`config.mk`:
```
export PLATFORM = sky130hd
export DESIGN_NAME = coherence_snoop_ctrl_flat
export DESIGN_NICKNAME = d
export VERILOG_FILES = /design/src/rtl/coherence_pkg.sv /design/src/rtl/coherence_snoop_ctrl_if.sv /design/src/rtl/coherence_rr_arbiter.sv /design/src/rtl/coherence_snoop_ctrl.sv /design/src/flat_wrapper.sv
export SDC_FILE = /design/constraint.sdc
export NUM_CORES = 1
export LEC_CHECK = 0
export BUFFER_PORTS_ARGS = -buffer_cell sky130_fd_sc_hd__buf_2
export CORE_MARGIN = 3
export CORE_UTILIZATION = 30
export DETAILED_ROUTE_END_ITERATION = 7
export REMOVE_ABC_BUFFERS = 1
export SKIP_CTS_REPAIR_TIMING = 1
export SYNTH_ARGS = -nofsm -noshare
export SYNTH_HDL_FRONTEND = slang
export SYNTH_SLANG_ARGS = --single-unit
```
`constraint.sdc`:
```
create_clock -name CLK -period 3.5 [get_ports CLK]
set_clock_uncertainty 0.2 [all_clocks]
set_input_delay 0.35 -clock CLK [delete_from_list [all_inputs] [get_ports CLK]]
set_output_delay 0.35 -clock CLK [all_outputs]
set_load 0.05 [all_outputs]
```
`src/rtl/coherence_pkg.sv`:
```
// Shared types for the two-cache snoop controller: line end states, FSM states, helpers.
// Latency: none (types and pure functions only).
// Backpressure: not applicable.
package coherence_pkg;

    localparam int BLOCK_SIZE_DEF = 2;
    localparam int NUM_CACHES     = 2;

    typedef logic [31:0] word_t;

    typedef enum logic [1:0] {
        INVALID   = 2'd0,
        SHARED    = 2'd1,
        EXCLUSIVE = 2'd2,
        MODIFIED  = 2'd3
    } cc_end_state;

    typedef enum logic [2:0] {
        IDLE  = 3'd0,
        SNOOP = 3'd1,
        WB    = 3'd2,
        FETCH = 3'd3,
        RESP  = 3'd4
    } fsm_state_t;

    // A write always ends Modified; a read shares with a peer that held the line, else owns it.
    function automatic cc_end_state resp_end_state(input logic write, input logic hit);
        if (write) begin
            return MODIFIED;
        end
        return hit ? SHARED : EXCLUSIVE;
    endfunction

endpackage

```
`src/rtl/coherence_snoop_ctrl_if.sv`:
```
// Cache coherence ports plus the word-serial memory port seen by the snoop controller.
// Latency: none (wiring only).
// Backpressure: requests held until resp_valid; snoops stall on snoop_busy; memory on mem_ready.
interface coherence_snoop_ctrl_if
    import coherence_pkg::*;
#(
    parameter int BLOCK_SIZE = BLOCK_SIZE_DEF
) ();

    // miss requests from the caches
    logic [NUM_CACHES-1:0]     req_valid;
    logic [NUM_CACHES-1:0]     req_write;
    word_t                     req_addr       [NUM_CACHES];

    // completion back to the requester
    logic [NUM_CACHES-1:0]     resp_valid;
    logic [32*BLOCK_SIZE-1:0]  resp_data      [NUM_CACHES];
    cc_end_state               resp_state     [NUM_CACHES];

    // snoop of the peer cache
    logic [NUM_CACHES-1:0]     snoop_req;
    word_t                     addr           [NUM_CACHES];
    cc_end_state               state_transfer [NUM_CACHES];
    logic [NUM_CACHES-1:0]     snoop_busy;
    logic [NUM_CACHES-1:0]     snoop_hit;
    logic [NUM_CACHES-1:0]     valid;
    logic [NUM_CACHES-1:0]     exclusive;
    logic [NUM_CACHES-1:0]     dirty;
    logic [NUM_CACHES-1:0]     dWEN;
    logic [32*BLOCK_SIZE-1:0]  requested_data [NUM_CACHES];

    // word-serial memory
    logic                      mem_ren;
    logic                      mem_wen;
    word_t                     mem_addr;
    word_t                     mem_wdata;
    word_t                     mem_rdata;
    logic                      mem_ready;

    modport master (
        input  req_valid, req_write, req_addr,
        output resp_valid, resp_data, resp_state,
        output snoop_req, addr, state_transfer,
        input  snoop_busy, snoop_hit, valid, exclusive, dirty, dWEN, requested_data,
        output mem_ren, mem_wen, mem_addr, mem_wdata,
        input  mem_rdata, mem_ready
    );

    modport slave (
        output req_valid, req_write, req_addr,
        input  resp_valid, resp_data, resp_state,
        input  snoop_req, addr, state_transfer,
        output snoop_busy, snoop_hit, valid, exclusive, dirty, dWEN, requested_data,
        input  mem_ren, mem_wen, mem_addr, mem_wdata,
        output mem_rdata, mem_ready
    );

endinterface

```
`src/rtl/coherence_rr_arbiter.sv`:
```
// Two-requester round-robin arbiter; pointer moves past the served cache on advance.
// Latency: grant is combinational from req; pointer updates one edge after advance.
// Backpressure: losers keep requesting; nothing is dropped.
module coherence_rr_arbiter (
    input  logic       clk,
    input  logic       rst,
    input  logic [1:0] req,
    input  logic       advance,
    input  logic       served,
    output logic       grant_vld,
    output logic       grant_idx
);

    logic ptr;

    // favoured cache wins a tie, otherwise whichever cache is asking
    always_comb begin
        grant_vld = |req;
        grant_idx = req[ptr] ? ptr : ~ptr;
    end

    // after a completed request the other cache gets priority
    always_ff @(posedge clk) begin
        if (rst) begin
            ptr <= 1'b0;
        end else if (advance) begin
            ptr <= ~served;
        end
    end

endmodule

```
`src/rtl/coherence_snoop_ctrl.sv`:
```
// Serves L1 misses: snoops the peer, then cache-to-cache, writeback of dirty data, or memory fetch.
// Latency: clean hit 2 cycles from request; +1 per snoop_busy cycle; +cycles-to-mem_ready per word.
// Backpressure: one transaction at a time; other requests wait in IDLE, strobes held until mem_ready.
module coherence_snoop_ctrl
    import coherence_pkg::*;
#(
    parameter int BLOCK_SIZE = BLOCK_SIZE_DEF,
    parameter int N_CACHES   = NUM_CACHES
) (
    input  logic                  CLK,
    input  logic                  RST,
    coherence_snoop_ctrl_if.master bus
);

    localparam int CW = (BLOCK_SIZE > 1) ? $clog2(BLOCK_SIZE) : 1;
    localparam int BW = 32 * BLOCK_SIZE;
    localparam word_t OFF_MASK = word_t'((1 << ($clog2(BLOCK_SIZE) + 2)) - 1);
    localparam logic [CW-1:0] LAST_WORD = CW'(BLOCK_SIZE - 1);

    typedef logic [$clog2(N_CACHES)-1:0] cache_idx_t;

    fsm_state_t     state;
    cache_idx_t     req_idx;
    cache_idx_t     peer;
    logic           lat_write;
    word_t          lat_addr;
    logic [BW-1:0]  block;
    logic [CW-1:0]  cnt;

    logic           grant_vld;
    logic           grant_idx;
    cache_idx_t     gnt_peer;
    word_t          base_addr;
    logic [CW-1:0]  cnt_nxt;
    word_t          word_addr_nxt;
    logic [BW-1:0]  fill_block;

    coherence_rr_arbiter u_arb (
        .clk       (CLK),
        .rst       (RST),
        .req       (bus.req_valid),
        .advance   (state == RESP),
        .served    (req_idx),
        .grant_vld (grant_vld),
        .grant_idx (grant_idx)
    );

    assign gnt_peer      = ~grant_idx;
    assign base_addr     = lat_addr & ~OFF_MASK;
    assign cnt_nxt       = cnt + CW'(1);
    assign word_addr_nxt = base_addr + (word_t'(cnt_nxt) << 2);

    // block with the word currently returned by memory merged into its slot
    always_comb begin
        fill_block = block;
        fill_block[cnt*32 +: 32] = bus.mem_rdata;
    end

    // transaction FSM; every bus output is registered here
    always_ff @(posedge CLK) begin
        if (RST) begin
            state          <= IDLE;
            req_idx        <= '0;
            peer           <= '0;
            lat_write      <= 1'b0;
            lat_addr       <= '0;
            block          <= '0;
            cnt            <= '0;
            bus.resp_valid <= '0;
            bus.snoop_req  <= '0;
            bus.mem_ren    <= 1'b0;
            bus.mem_wen    <= 1'b0;
            bus.mem_addr   <= '0;
            bus.mem_wdata  <= '0;
            for (int i = 0; i < N_CACHES; i++) begin
                bus.addr[i]           <= '0;
                bus.state_transfer[i] <= INVALID;
                bus.resp_data[i]      <= '0;
                bus.resp_state[i]     <= INVALID;
            end
        end else begin
            bus.resp_valid <= '0;
            case (state)
                IDLE: begin
                    if (grant_vld) begin
                        req_idx                      <= grant_idx;
                        peer                         <= gnt_peer;
                        lat_write                    <= bus.req_write[grant_idx];
                        lat_addr                     <= bus.req_addr[grant_idx];
                        bus.snoop_req[gnt_peer]      <= 1'b1;
                        bus.addr[gnt_peer]           <= bus.req_addr[grant_idx];
                        bus.state_transfer[gnt_peer] <= bus.req_write[grant_idx] ? INVALID : SHARED;
                        state                        <= SNOOP;
                    end
                end
                SNOOP: begin
                    if (!bus.snoop_busy[peer]) begin
                        bus.snoop_req[peer] <= 1'b0;
                        block               <= bus.requested_data[peer];
                        cnt                 <= '0;
                        if (bus.snoop_hit[peer]) begin
                            if (bus.dirty[peer] | bus.dWEN[peer]) begin
                                // peer's copy is newer than memory: push it out first
                                bus.mem_wen   <= 1'b1;
                                bus.mem_addr  <= base_addr;
                                bus.mem_wdata <= bus.requested_data[peer][31:0];
                                state         <= WB;
                            end else begin
                                bus.resp_valid[req_idx] <= 1'b1;
                                bus.resp_data[req_idx]  <= bus.requested_data[peer];
                                bus.resp_state[req_idx] <= resp_end_state(lat_write, 1'b1);
                                state                   <= RESP;
                            end
                        end else begin
                            bus.mem_ren  <= 1'b1;
                            bus.mem_addr <= base_addr;
                            state        <= FETCH;
                        end
                    end
                end
                WB: begin
                    if (bus.mem_ready) begin
                        if (cnt == LAST_WORD) begin
                            bus.mem_wen             <= 1'b0;
                            cnt                     <= '0;
                            bus.resp_valid[req_idx] <= 1'b1;
                            bus.resp_data[req_idx]  <= block;
                            bus.resp_state[req_idx] <= resp_end_state(lat_write, 1'b1);
                            state                   <= RESP;
                        end else begin
                            cnt           <= cnt_nxt;
                            bus.mem_addr  <= word_addr_nxt;
                            bus.mem_wdata <= block[cnt_nxt*32 +: 32];
                        end
                    end
                end
                FETCH: begin
                    if (bus.mem_ready) begin
                        block <= fill_block;
                        if (cnt == LAST_WORD) begin
                            bus.mem_ren             <= 1'b0;
                            cnt                     <= '0;
                            bus.resp_valid[req_idx] <= 1'b1;
                            bus.resp_data[req_idx]  <= fill_block;
                            bus.resp_state[req_idx] <= resp_end_state(lat_write, 1'b0);
                            state                   <= RESP;
                        end else begin
                            cnt          <= cnt_nxt;
                            bus.mem_addr <= word_addr_nxt;
                        end
                    end
                end
                RESP: begin
                    state <= IDLE;
                end
                default: begin
                    state <= IDLE;
                end
            endcase
        end
    end

endmodule
```
`src/flat_wrapper.sv`:
```
// flat-port wrapper written by rule: the top's interface ports become plain ports
module coherence_snoop_ctrl_flat import coherence_pkg::*;
#(
    parameter int BLOCK_SIZE = BLOCK_SIZE_DEF,
    parameter int N_CACHES   = NUM_CACHES
)
  (CLK, RST, bus_req_valid, bus_req_write, bus_req_addr, bus_resp_valid, bus_resp_data, bus_resp_state, bus_snoop_req, bus_addr, bus_state_transfer, bus_snoop_busy, bus_snoop_hit, bus_valid, bus_exclusive, bus_dirty, bus_dWEN, bus_requested_data, bus_mem_ren, bus_mem_wen, bus_mem_addr, bus_mem_wdata, bus_mem_rdata, bus_mem_ready);
  coherence_snoop_ctrl_if #(.BLOCK_SIZE(BLOCK_SIZE)) bus_i ();
  input  logic CLK;
  input  logic RST;
  input wire logic [$bits(bus_i.req_valid)-1:0] bus_req_valid;
  input wire logic [$bits(bus_i.req_write)-1:0] bus_req_write;
  input wire logic [$bits(bus_i.req_addr)-1:0] bus_req_addr;
  output wire logic [$bits(bus_i.resp_valid)-1:0] bus_resp_valid;
  output wire logic [$bits(bus_i.resp_data)-1:0] bus_resp_data;
  output wire logic [$bits(bus_i.resp_state)-1:0] bus_resp_state;
  output wire logic [$bits(bus_i.snoop_req)-1:0] bus_snoop_req;
  output wire logic [$bits(bus_i.addr)-1:0] bus_addr;
  output wire logic [$bits(bus_i.state_transfer)-1:0] bus_state_transfer;
  input wire logic [$bits(bus_i.snoop_busy)-1:0] bus_snoop_busy;
  input wire logic [$bits(bus_i.snoop_hit)-1:0] bus_snoop_hit;
  input wire logic [$bits(bus_i.valid)-1:0] bus_valid;
  input wire logic [$bits(bus_i.exclusive)-1:0] bus_exclusive;
  input wire logic [$bits(bus_i.dirty)-1:0] bus_dirty;
  input wire logic [$bits(bus_i.dWEN)-1:0] bus_dWEN;
  input wire logic [$bits(bus_i.requested_data)-1:0] bus_requested_data;
  output wire logic [$bits(bus_i.mem_ren)-1:0] bus_mem_ren;
  output wire logic [$bits(bus_i.mem_wen)-1:0] bus_mem_wen;
  output wire logic [$bits(bus_i.mem_addr)-1:0] bus_mem_addr;
  output wire logic [$bits(bus_i.mem_wdata)-1:0] bus_mem_wdata;
  input wire logic [$bits(bus_i.mem_rdata)-1:0] bus_mem_rdata;
  input wire logic [$bits(bus_i.mem_ready)-1:0] bus_mem_ready;
  assign bus_i.req_valid = bus_req_valid;
  assign bus_i.req_write = bus_req_write;
  assign bus_i.req_addr = {>>{bus_req_addr}};
  assign bus_resp_valid = bus_i.resp_valid;
  assign bus_resp_data = {>>{bus_i.resp_data}};
  assign bus_resp_state = {>>{bus_i.resp_state}};
  assign bus_snoop_req = bus_i.snoop_req;
  assign bus_addr = {>>{bus_i.addr}};
  assign bus_state_transfer = {>>{bus_i.state_transfer}};
  assign bus_i.snoop_busy = bus_snoop_busy;
  assign bus_i.snoop_hit = bus_snoop_hit;
  assign bus_i.valid = bus_valid;
  assign bus_i.exclusive = bus_exclusive;
  assign bus_i.dirty = bus_dirty;
  assign bus_i.dWEN = bus_dWEN;
  assign bus_i.requested_data = {>>{bus_requested_data}};
  assign bus_mem_ren = bus_i.mem_ren;
  assign bus_mem_wen = bus_i.mem_wen;
  assign bus_mem_addr = bus_i.mem_addr;
  assign bus_mem_wdata = bus_i.mem_wdata;
  assign bus_i.mem_rdata = bus_mem_rdata;
  assign bus_i.mem_ready = bus_mem_ready;
  coherence_snoop_ctrl #(.BLOCK_SIZE(BLOCK_SIZE), .N_CACHES(N_CACHES)) u_core (.CLK(CLK), .RST(RST), .bus(bus_i));
endmodule
```
==> run metrics <==
clock sink count between 300 and 400; Die Area 0.0642 sq mm; clock share of power 0.272; unrepaired setup endpoints after global routing false; r2r setup slk roughly 0.44 ns; min-delay src bus_req_valid[0]; Hold Path Cell Cnt 4; Slew headroom 0.222; Max-Cap Viols 0; register area share after synthesis 0.400; Pleak between 10 and 15 nW; vias in the first global route approximately 16000; Vias/cell between 4 and 5; status finished, final reports clean; htree depth 2; P_int 10.1 mW; max-slew violation count 0; final WL 62500 microns; synthesized area roughly 0.018 sq mm; fin area 0.0239 sq mm; most frequent cells in the layout 503 x buf_2, 382 x mux2i_1, 364 x dfxtp_1; Core Region slightly above 0.06 sq mm; final core occ 0.394; clock root buffer clkbuf_16; fmax between 0.3 and 0.4 GHz; Setup Crit Path Kind flip-flop to flip-flop; Layout area overhead 29.9%; first-pass GRT wire length 92600 microns; setup TNS 0 ns; placed wire-length estimate 43100 microns; crit end category flip-flop; period utilization 0.875; CP Max Fanout 26; Slew @ Worst Pin roughly 1.2 ns; total gr overflow 0; Hold Slack about 0.041 ns; sequential group share of total power 0.313; Syn Inst Count between 2000 and 2500; combinational power share 0.415; I/O pin count a little over 500; Final nets ~2700; Clk pin slew, worst setup/hold paths roughly 0.06 ns; Starting Density 0.304; FF-to-FF Start u_core.state[0]; top post-synthesis cells by area dfxtp_1 40%, mux2i_1 21%, nand2b_1 7.5%; Detailed Routing Iterations Pass 1 5; Worst Path Arrival around 3.4 ns; WL/cell around 19 microns; Num CTS Buffers 44; Residual DRC 0; sw frac 0.415; final period demand of the worst path 3.06 ns; gp weighted congestion 0.820; initial antenna violation count 6; clock buffer depth 3; Power Density 726 mW/mm^2; R2R Path End u_core.bus.resp_data[31]; pin count of the biggest net entering global routing ~110; 1st-iter DRT viols 1014; commonest non-fill, non-tap cell in the layout buf_2; CTS tree built; area leader, netlist dfxtp_1; Routed Antenna Nets 0; PortBufs between 500 and 600; chip width 253 microns; Ys Warns 0; Final setup viols 0; fraction of layout cells with a size suffix above 1 0.276; register bit count reported by yosys 367; worst hold path endpoint u_core.req_idx; CP startpoint kind flip-flop; Die Y around 250 microns; final hold vios 0; worst ir drop on vdd approximately 0.48 mV; R2R cell count 6; WP data required ~3.8 ns; Post-DP Area ~0.022 sq mm; sw power between 7 and 8 mW; vias post-DR roughly 17000; Hold Path Class primary input to flip-flop; worst skew pair latency 0.58 ns; gr usage total 0.182; post-synth top area share 0.400; synth unique cells 43; Row Count 90; Synth Area per Inst slightly above 9 sq um
## cell type report
class	count	area, sq um
Inverter	6	22.5
Multi-Input combinational cell	1455	10300
Fill cell	5986	36600
Clock inverter	15	246
Clock buffer	62	1240
Antenna cell	3	7.51
Timing Repair Buffer	613	3700
Sequential cell	367	7360
Tap cell	782	978
## power groups by stage
| stage | Combinational (mW) | Sequential [mW] | Clock [mW] |
|---|---|---|---|
| global placement | 7.05 | 5.47 | 0 |
| detailed placement | 7.17 | 5.49 | 0 |
| floorplan | 3.93 | 6.76 | 0 |
| finish | 7.19 | 5.42 | 4.71 |
| CTS | 7.20 | 5.41 | 4.83 |
| global route | 7.75 | 5.50 | 4.99 |
## cells in the mapped netlist
master / number
mux2i_1: 383
dfxtp_1: 367
nand2_1: 227
nand2b_1: 220
nor2_1: 173
clkbuf_1: 132
a21oi_1: 103
mux2_2: 66
o211ai_1: 65
a211o_1: 64
a211oi_1: 41
nand3_1: 34
a311o_1: 32
buf_2: 25
buf_1: 14
buf_4: 9
buf_6: 8
inv_1: 6
nor2b_1: 5
o21ai_0: 5
nor3_1: 3
or3_1: 3
a221o_1: 2
a311oi_1: 2
mux2_1: 2
nor3b_1: 2
nor4_1: 2
o21ai_1: 2
or3b_1: 2
a2111o_1: 1
a2111oi_4: 1
a222oi_1: 1
a22oi_1: 1
a31oi_1: 1
a32oi_1: 1
and2_1: 1
and3b_1: 1
conb_1: 1
o211a_1: 1
o21bai_1: 1
o221a_2: 1
o221ai_1: 1
o31ai_1: 1
## worst max-delay path, stage by stage, from the launching register on
cell	delay (ns)
dfxtp_2	0.74
buf_4	0.50
nor2b_4	0.23
buf_4	0.55
mux2i_1	0.16
a211o_1	0.36
mux2i_1	0.16
## kinds of logic after synthesis
| group | Yosys count | synth area share |
|---|---|---|
| other cells | 1 | 0.000204 |
| flops | 367 | 0.400 |
| buf+inv | 194 | 0.0465 |
| simple gates | 673 | 0.173 |
| mux | 451 | 0.251 |
| compound gates | 327 | 0.130 |
## registers in the layout, summed over array words and instances (netlist names), 2 cells and up
signal,count
u_core.bus.resp_data,128
u_core.block,64
u_core.bus.addr,64
u_core.bus.mem_wdata,32
u_core.bus.mem_addr,30
u_core.lat_addr,29
u_core.bus.resp_state,4
u_core.state,3
u_core.bus.resp_valid,2
u_core.bus.snoop_req,2
u_core.bus.state_transfer,2
## stage by stage
step	std cells	total power, mW	worst slack (ns)
final	3303	17.3	0.438
after detailed placement	3155	12.7	0.471
after floorplan	1828	10.7	-5.62
after CTS	3232	17.4	0.441
after global routing	3302	18.2	0.333
after global placement	3155	12.5	0.504
## layer usage
| layer | wire length (microns) | global-route usage | up-vias | share of wire |
|---|---|---|---|---|
| li1 | - | - | 7983 | - |
| met1 | 26900 | 0.229 | 7936 | 0.43 |
| met4 | 1400 | 0.0512 | 4 | 0.022 |
| met3 | 3430 | 0.0352 | 101 | 0.055 |
| met2 | 30800 | 0.316 | 482 | 0.49 |
| met5 | 34 | 0 | - | 0.00054 |
## worst max-delay path by stage
stage                          from                  endpoint  slack [ns]  cells past startpoint
finish              u_core.state[0]  u_core.bus.resp_data[31]        0.44                      6
global route        u_core.state[0]  u_core.bus.resp_data[90]        0.33                      6
CTS                 u_core.state[0]  u_core.bus.resp_data[31]        0.44                      6
detailed placement  u_core.state[0]  u_core.bus.resp_data[31]        0.47                      6
global placement    u_core.state[0]  u_core.bus.resp_data[71]        0.50                      6
floorplan           u_core.state[1]   u_core.bus.mem_addr[10]       -5.62                      3
Power figures use the tool's default switching activity.
